==> src/rtl/calc_seq_pkg.sv <==
// Shared types and memory map for the calculator run sequencer.
// The sequencer's optional feature is selected with SEQ_PERF_CNT_EN.
package calc_seq_pkg;

  typedef enum logic [2:0] {
    IDLE   = 3'd0,
    LAUNCH = 3'd1,
    RUN    = 3'd2,
    DONE   = 3'd3,
    FAULT  = 3'd4
  } seq_state_t;

  // Operand mailbox written by the front-end before a run.
  localparam logic [31:0] OP1_ADDR      = 32'd220;
  localparam logic [31:0] OP2_ADDR      = 32'd224;
  localparam logic [31:0] OPCODE_ADDR   = 32'd228;
  // A CPU store here carries the result and marks the run complete.
  localparam logic [31:0] DONE_ADDR_DEF = 32'd320;

endpackage

==> src/rtl/run_watchdog.sv <==
// Saturating run-cycle counter with a watchdog flag on the last budgeted cycle.
module run_watchdog #(
  parameter int MAX_CYCLES = 200
) (
  input  logic                              clk,
  input  logic                              rst,
  input  logic                              clr,
  input  logic                              en,
  output logic [$clog2(MAX_CYCLES+1)-1:0]   count,
  output logic                              expired
);

  localparam int CW = $clog2(MAX_CYCLES + 1);

  logic [CW-1:0] count_q, count_d;

  always_comb begin
    count_d = count_q;
    if (clr) begin
      count_d = '0;
    end else if (en && (count_q != CW'(MAX_CYCLES))) begin
      count_d = count_q + CW'(1);
    end
  end

  always_ff @(posedge clk or posedge rst) begin
    if (rst) begin
      count_q <= '0;
    end else begin
      count_q <= count_d;
    end
  end

  assign count   = count_q;
  // Budget is spent once the current cycle is the last allowed one.
  assign expired = en && (count_q == CW'(MAX_CYCLES - 1));

endmodule

==> src/rtl/calc_run_sequencer.sv <==
// Memory arbiter, CPU launcher/watchdog and result latch for the calculator.
// Optional: define SEQ_PERF_CNT_EN to add the run_cycles output.
module calc_run_sequencer
  import calc_seq_pkg::*;
#(
  parameter int                ADDR_W     = 32,
  parameter int                DATA_W     = 32,
  parameter int                MAX_CYCLES = 200,
  parameter logic [ADDR_W-1:0] DONE_ADDR  = ADDR_W'(DONE_ADDR_DEF)
) (
  input  logic                            hz100,
  input  logic                            reset,
  input  logic                            fe_start,
  input  logic                            fe_clear,
  input  logic                            fe_wen,
  input  logic                            fe_ren,
  input  logic [ADDR_W-1:0]               fe_addr,
  input  logic [DATA_W-1:0]               fe_wdata,
  output logic                            fe_busy,
  input  logic                            cpu_wen,
  input  logic                            cpu_ren,
  input  logic [ADDR_W-1:0]               cpu_addr,
  input  logic [DATA_W-1:0]               cpu_wdata,
  output logic                            cpu_en,
  output logic                            cpu_rst,
  output logic                            mem_wen,
  output logic                            mem_ren,
  output logic [ADDR_W-1:0]               mem_addr,
  output logic [DATA_W-1:0]               mem_wdata,
  input  logic [DATA_W-1:0]               mem_rdata,
  output logic [DATA_W-1:0]               rd_data,
  output logic [DATA_W-1:0]               result,
  output logic                            result_vld,
  output logic                            fault,
`ifdef SEQ_PERF_CNT_EN
  output logic [$clog2(MAX_CYCLES+1)-1:0] run_cycles,
`endif
  output logic [$clog2(MAX_CYCLES+1)-1:0] dbg_count,
  output seq_state_t                      dbg_state
);

  localparam int CW = $clog2(MAX_CYCLES + 1);

  seq_state_t    state_q, state_d;
  logic [DATA_W-1:0] result_q, result_d;
  logic          wd_clr;
  logic          wd_expired;
  logic [CW-1:0] wd_count;
  logic          done_store;
`ifdef SEQ_PERF_CNT_EN
  logic [CW-1:0] run_cycles_q, run_cycles_d;
`endif

  run_watchdog #(.MAX_CYCLES(MAX_CYCLES)) u_watchdog (
    .clk     (hz100),
    .rst     (reset),
    .clr     (wd_clr),
    .en      (state_q == RUN),
    .count   (wd_count),
    .expired (wd_expired)
  );

  assign done_store = (state_q == RUN) && cpu_wen && (cpu_addr == DONE_ADDR);

  always_comb begin
    state_d  = state_q;
    result_d = result_q;
    wd_clr   = 1'b0;
`ifdef SEQ_PERF_CNT_EN
    run_cycles_d = run_cycles_q;
`endif
    if (fe_clear) begin
      state_d = IDLE;
      wd_clr  = 1'b1;
`ifdef SEQ_PERF_CNT_EN
      run_cycles_d = '0;
`endif
    end else begin
      case (state_q)
        IDLE, DONE, FAULT: begin
          if (fe_start) begin
            state_d = LAUNCH;
            wd_clr  = 1'b1;
          end
        end
        LAUNCH: state_d = RUN;
        RUN: begin
          // The done-store wins over an expiring budget on the same cycle.
          if (done_store) begin
            state_d  = DONE;
            result_d = cpu_wdata;
`ifdef SEQ_PERF_CNT_EN
            run_cycles_d = wd_count + CW'(1);
`endif
          end else if (wd_expired) begin
            state_d = FAULT;
`ifdef SEQ_PERF_CNT_EN
            run_cycles_d = wd_count + CW'(1);
`endif
          end
        end
        default: state_d = IDLE;
      endcase
    end
  end

  always_ff @(posedge hz100 or posedge reset) begin
    if (reset) begin
      state_q  <= IDLE;
      result_q <= '0;
`ifdef SEQ_PERF_CNT_EN
      run_cycles_q <= '0;
`endif
    end else begin
      state_q  <= state_d;
      result_q <= result_d;
`ifdef SEQ_PERF_CNT_EN
      run_cycles_q <= run_cycles_d;
`endif
    end
  end

  // Request semantics: a side's wen/ren is honoured only in the cycle it owns
  // the port; the losing side's request is dropped, and fe_busy reports that.
  always_comb begin
    if (state_q == RUN) begin
      mem_wen   = cpu_wen;
      mem_ren   = cpu_ren;
      mem_addr  = cpu_addr;
      mem_wdata = cpu_wdata;
      fe_busy   = fe_wen | fe_ren;
    end else begin
      mem_wen   = fe_wen;
      mem_ren   = fe_ren;
      mem_addr  = fe_addr;
      mem_wdata = fe_wdata;
      fe_busy   = 1'b0;
    end
  end

  assign rd_data    = mem_rdata;
  assign cpu_en     = (state_q == RUN);
  assign cpu_rst    = (state_q == LAUNCH);
  assign result     = result_q;
  assign result_vld = (state_q == DONE);
  assign fault      = (state_q == FAULT);
  assign dbg_state  = state_q;
  assign dbg_count  = wd_count;
`ifdef SEQ_PERF_CNT_EN
  assign run_cycles = run_cycles_q;
`endif

endmodule

==> config.mk <==
export PLATFORM = sky130hd
export DESIGN_NAME = calc_run_sequencer
export DESIGN_NICKNAME = d
export VERILOG_FILES = /design/src/rtl/calc_seq_pkg.sv /design/src/rtl/run_watchdog.sv /design/src/rtl/calc_run_sequencer.sv
export SDC_FILE = /design/constraint.sdc
export NUM_CORES = 1
export LEC_CHECK = 0
export CAP_MARGIN = 20
export CORE_AREA = 2 2 124 126
export DETAILED_ROUTE_END_ITERATION = 10
export DIE_AREA = 0 0 126 128
export SLEW_MARGIN = 15
export SYNTH_ARGS = -nofsm -noshare
export SYNTH_HDL_FRONTEND = slang
export SYNTH_HIERARCHICAL = 1
export SYNTH_SLANG_ARGS = --single-unit
==> constraint.sdc <==
create_clock -name hz100 -period 2.07 [get_ports hz100]
set_input_delay 0.414 -clock hz100 [delete_from_list [all_inputs] [get_ports hz100]]
set_output_delay 0.414 -clock hz100 [all_outputs]
set_load 0.05 [all_outputs]
# ---- After elaboration in Yosys (flattened, before gate mapping)
# Cells that the tools add are included.
dict set report op_classes {
  n_reduce_logical 9
  bitwise_logic 2
  add_sub_neg 1
  n_eq_ne 9
  n_mux 15
}
# cell n
set ops {}
lappend ops {{$mux 32} 2}
lappend ops {{$eq 32x9->1 const B} 1}
lappend ops {{$mux 8} 2}
lappend ops {{$mux 3} 4}
lappend ops {{$pmux 3 s3} 1}
lappend ops {{$add 8x1->8 const B} 1}
lappend ops {{$eq 8x8->1 const B} 1}
lappend ops {{$ne 8x8->1 const B} 1}
lappend ops {{$eq 3x2->1 const B} 2}
lappend ops {{$mux 1} 6}
lappend ops {{$logic_and 1x1->1} 4}
lappend ops {{$ne 4x4->1 const B} 1}
lappend ops {{$eq 3x1->1 const B} 1}
lappend ops {{$eq 3x3->1 const B} 1}
lappend ops {{$logic_not 3->1} 1}
lappend ops {{$ne 3x3->1 const B} 1}
lappend ops {{$reduce_and 3->1} 1}
lappend ops {{$reduce_or 3->1} 1}
lappend ops {{$reduce_and 2->1} 1}
lappend ops {{$reduce_bool 2->1} 1}
lappend ops {{$not 1->1} 1}
lappend ops {{$or 1x1->1} 1}
dict set report totals {
  wordCells 39
  out_inout_bits 146
  input_bits 168
  reg_bits 43
}

# ---- Depth between registers and ports, before layout
dict set report depth {
  depth_word 6
  mapped_depth 8
  depth_no_buf 6
}

# ---- Hierarchy
# Netlist, hierarchy kept.
# module cells_each area_each_um2 n_inst seq_area_each_um2
set modules_own_cells {}
lappend modules_own_cells {calc_run_sequencer 207 2492.4 1 875.8}
lappend modules_own_cells {run_watchdog 50 466.7 1 200.2}

# ---- Worst setup path after synthesis
# Ideal clock, no wire load.
dict set report synth_timing {
  kind {register -> output}
  from {register state_q[1] (netlist: dbg_state[1])}
  to {output mem_wen}
  t_arrival_ns 2.513
  slack_ns -0.857
  path_stages_with_launch 5
  n_path_buf 2
  path_cell_list {dfrtp_1 > nor3b_2 > buf_2 > buf_2 > o21ai_0}
}
dict set report synth_between {
  elab_chain_len 2
}
# element line_no
set synth_lines {}
lappend synth_lines {{from (decl)} calc_run_sequencer.sv:44} ;# seq_state_t state_q, state_d;
lappend synth_lines {{from (signal assigned)} calc_run_sequencer.sv:115} ;# state_q <= state_d;
lappend synth_lines {{$eq 3x2->1} n/a}
lappend synth_lines {{via cpu_en} calc_run_sequencer.sv:24} ;# output logic cpu_en,
lappend synth_lines {{$mux 1} calc_run_sequencer.sv:126} ;# if (state_q == RUN) begin
lappend synth_lines {{to (decl)} calc_run_sequencer.sv:26} ;# output logic mem_wen,
# The timed path passes the listed nets, and every way through them passes these cells.

# ---- Worst setup path in the final report
dict set report layout_timing {
  from {register state_q[0] (netlist: dbg_state[0])}
  to {output mem_addr[8]}
}
dict set report layout_between {
  elab_chain_len 2
}
# element line_no
set layout_lines {}
lappend layout_lines {{$eq 3x2->1} calc_run_sequencer.sv:126}
lappend layout_lines {{$mux 32} calc_run_sequencer.sv:126}
lappend layout_lines {{to (decl)} calc_run_sequencer.sv:28} ;# output logic [ADDR_W-1:0] mem_addr,
# Every way passes these cells.

==> results.cfg <==
[sta]
fmax_ghz = 0.438
finalCritPeriodShare = 1.10
worst_slew_pin_slew_ns = 0.550
setup_slack_ns = -0.213
skew_ns = 0.00681
hold-worst-slack_ns = 0.338
setup_tns_ns = -14.37
setup_viol = 101
hold_violations = 0
rsz0062_at_grt = true
post-route-min-period_ns = 2.28
maxSlewViolCount = 0
slew_headroom = 0.632

[drt]
drt-pass1-iter-count = 4
initialDrtViolationCount = 118
wire_per_inst_um = 17.9
totalWireLength_mm = 12.5
via_count = 3050
drtAntennaViolNets = 0
vias_per_cell = 4.38
drc = 0

[critical_path]
end_kind = output pin
r2r_start = dbg_state[0]
critPathKind = flip-flop to output pin
slowest_delay_ns = 0.42
cp-start-kind = flip-flop
reg2reg_depth = 10
arrival_ns = 1.87
rr_endpoint = result[1]
cp_top_family = buffers and inverters
required_ns = 1.66
crit_fanout = 8
worstPathCellList = nor3b_4, buf_12, buf_4, mux2_2, buf_6
cpMaxStageDelayCell = dfrtp_2
path_buf_inv = 3
ff2ff_setup_slack_ns = -0.11

[placement]
dp_hpwl_mm = 9.06
gp_congestion = 0.829
place_area_mm2 = 0.00558
io_buffers = 249

[cts]
clk_latency_ns = 0.29
clock_path_buffers = 2
cts_buffers = 5
htreeDepth = 2
cts_tree = yes
clk_pin_slew_ns = 0.06
cts_root_buffer = clkbuf_16
hold_buffers = 0
cts_num_sinks = 43

[synthesis]
seq_area_frac_synth = 0.364
avgSynthCellArea_um2 = 11.5
yosys_warnings = 6
synth_cell_type_count = 36
synth_fp_nets = 427
ys_ff_latch = 43
postSynthCellCount = 257
synth_top_area_share = 0.365
netlist_top_cells_area = mux2_2 (37%), dfrtp_1 (36%), buf_4 (8.1%)
syn_area_mm2 = 0.00296
yosys.area.top_type = mux2_2

[pwr]
ir_drop_mv = 0.354
powerDensity_mw_per_mm2 = 475
power_uw = 3110
p_leak_uw = 0.00287

[grt]
gr-total-overflow = 0
grt_pass1_vias = 3259
grt_max_degree = 33
antenna_found_initial = 0
grt_first_pass_wirelength_mm = 17.9
track_usage = 0.140

[floorplan]
start_util = 0.199
dieArea_mm2 = 0.0161
die_w_um = 126
die_height_um = 128
num_rows = 45
core_area_mm2 = 0.0149
design.portCount = 314

[hold_path]
hold_class = input pin to async pin

[cells_and_area]
area_growth_pct = 121
drive_above_1_share = 0.472
final_nets = 678
antenna_cells = 0
fin_area_mm2 = 0.00655

[job]
maxCapViolations = 0

[run_status]
outcome = finished with violations
violations = negative setup slack
==> Yosys cell counts <==
master     instances
a211oi_1           1
a21oi_1            6
a41o_1             1
and2_1             1
and3b_1            1
buf_2              2
buf_4             32
buf_6              3
clkbuf_1           6
dfrtp_1           43
ha_1               2
inv_1              8
mux2_1             1
mux2_2            96
mux2_4             2
mux2i_1            1
nand2_1            8
nand2b_1           2
nand3_1            2
nand4_1            4
nand4bb_1          1
nor2_1             6
nor2b_1            1
nor3b_1            3
nor3b_2            1
nor4_1             7
nor4_4             1
nor4b_1            2
o2111ai_1          1
o21a_1             1
o21ai_0            3
o31a_1             1
o31ai_1            1
or3_1              3
or4_1              1
xor2_1             2
==> flip-flops by register name, indices dropped and copies added, names as in the netlist <==
register / flops
result: 32
dbg_state: 3
u_watchdog/count: 8
==> cells by family (layout without fill, tap and decap cells) <==
group / count (synthesis) / count (layout) / share of synthesized area
compound gates: 15 / 15 / 0.0321
xor+xnor: 2 / 2 / 0.00592
fa+ha+maj: 2 / 2 / 0.00846
buf+inv: 51 / 303 / 0.114
flops: 43 / 43 / 0.364
mux: 100 / 100 / 0.383
simple gates: 44 / 44 / 0.0934
==> area by class of cell <==
cell class,count,area [um2]
Clock inverter,3,23.8
Sequential cell,43,1080
Multi-Input combinational cell,163,1910
Fill cell,1412,8320
Timing Repair Buffer,287,3140
Inverter,8,30.0
Tap cell,188,235
Clock buffer,5,125
==> metrics by stage <==
step / utilization / worst slack [ns] / std cells
global route: 0.440 / -0.263 / 697
global placement: 0.375 / -0.533 / 674
finish: 0.440 / -0.213 / 697
detailed placement: 0.375 / -0.587 / 674
floorplan: - / -0.0941 / 257
CTS: 0.405 / -0.238 / 689
==> worst max-delay path by stage <==
stage                            start            end  cells after the start
after floorplan           dbg_state[1]    mem_addr[0]                      3
after global placement     cpu_addr[1]     result[14]                      6
after detailed placement  cpu_addr[22]     result[19]                      6
after CTS                 dbg_state[2]  mem_wdata[24]                      5
after global routing      dbg_state[0]    mem_addr[8]                      5
final                     dbg_state[0]    mem_addr[8]                      5
==> power by group <==
part / switching, uW / total (uW) / internal, uW
combinational: 750 / 1460 / 714
clock: 344 / 795 / 451
sequential: 4.23 / 849 / 845
==> timing repair <==
action                                  4_1_cts  5_1_grt
cloned                                        3        3
endpoints found under the setup margin       99      101
gates resized for setup                      78      111
buffers inserted                              5        5
pin swaps                                    11        5
==> metal layers <==
| layer | GRT usage | part of all wire |
|---|---|---|
| met1 | 0.156 | 0.39 |
| met2 | 0.257 | 0.51 |
| met3 | 0.0518 | 0.089 |
| met4 | 0.0233 | 0.0059 |
| met5 | 0 | 0 |
==> cells in the final DEF, fill, tap and decap left out, types with 3 or more instances in the layout <==
master,synthesis,routed
dfrtp_2,0,3
mux2_2,96,33
nor4_2,0,6
inv_1,8,8
nand4_1,4,4
buf_16,0,4
dfrtp_1,43,40
a21oi_1,6,6
nand2_1,8,6
clkbuf_16,0,7
mux2_4,2,66
buf_6,3,45
clkdlybuf4s50_1,0,142
dlygate4sd2_1,0,30
buf_4,32,31
buf_8,0,17
nor2_1,6,6
buf_12,0,14
Note: power is estimated with default switching activity, not from simulation.
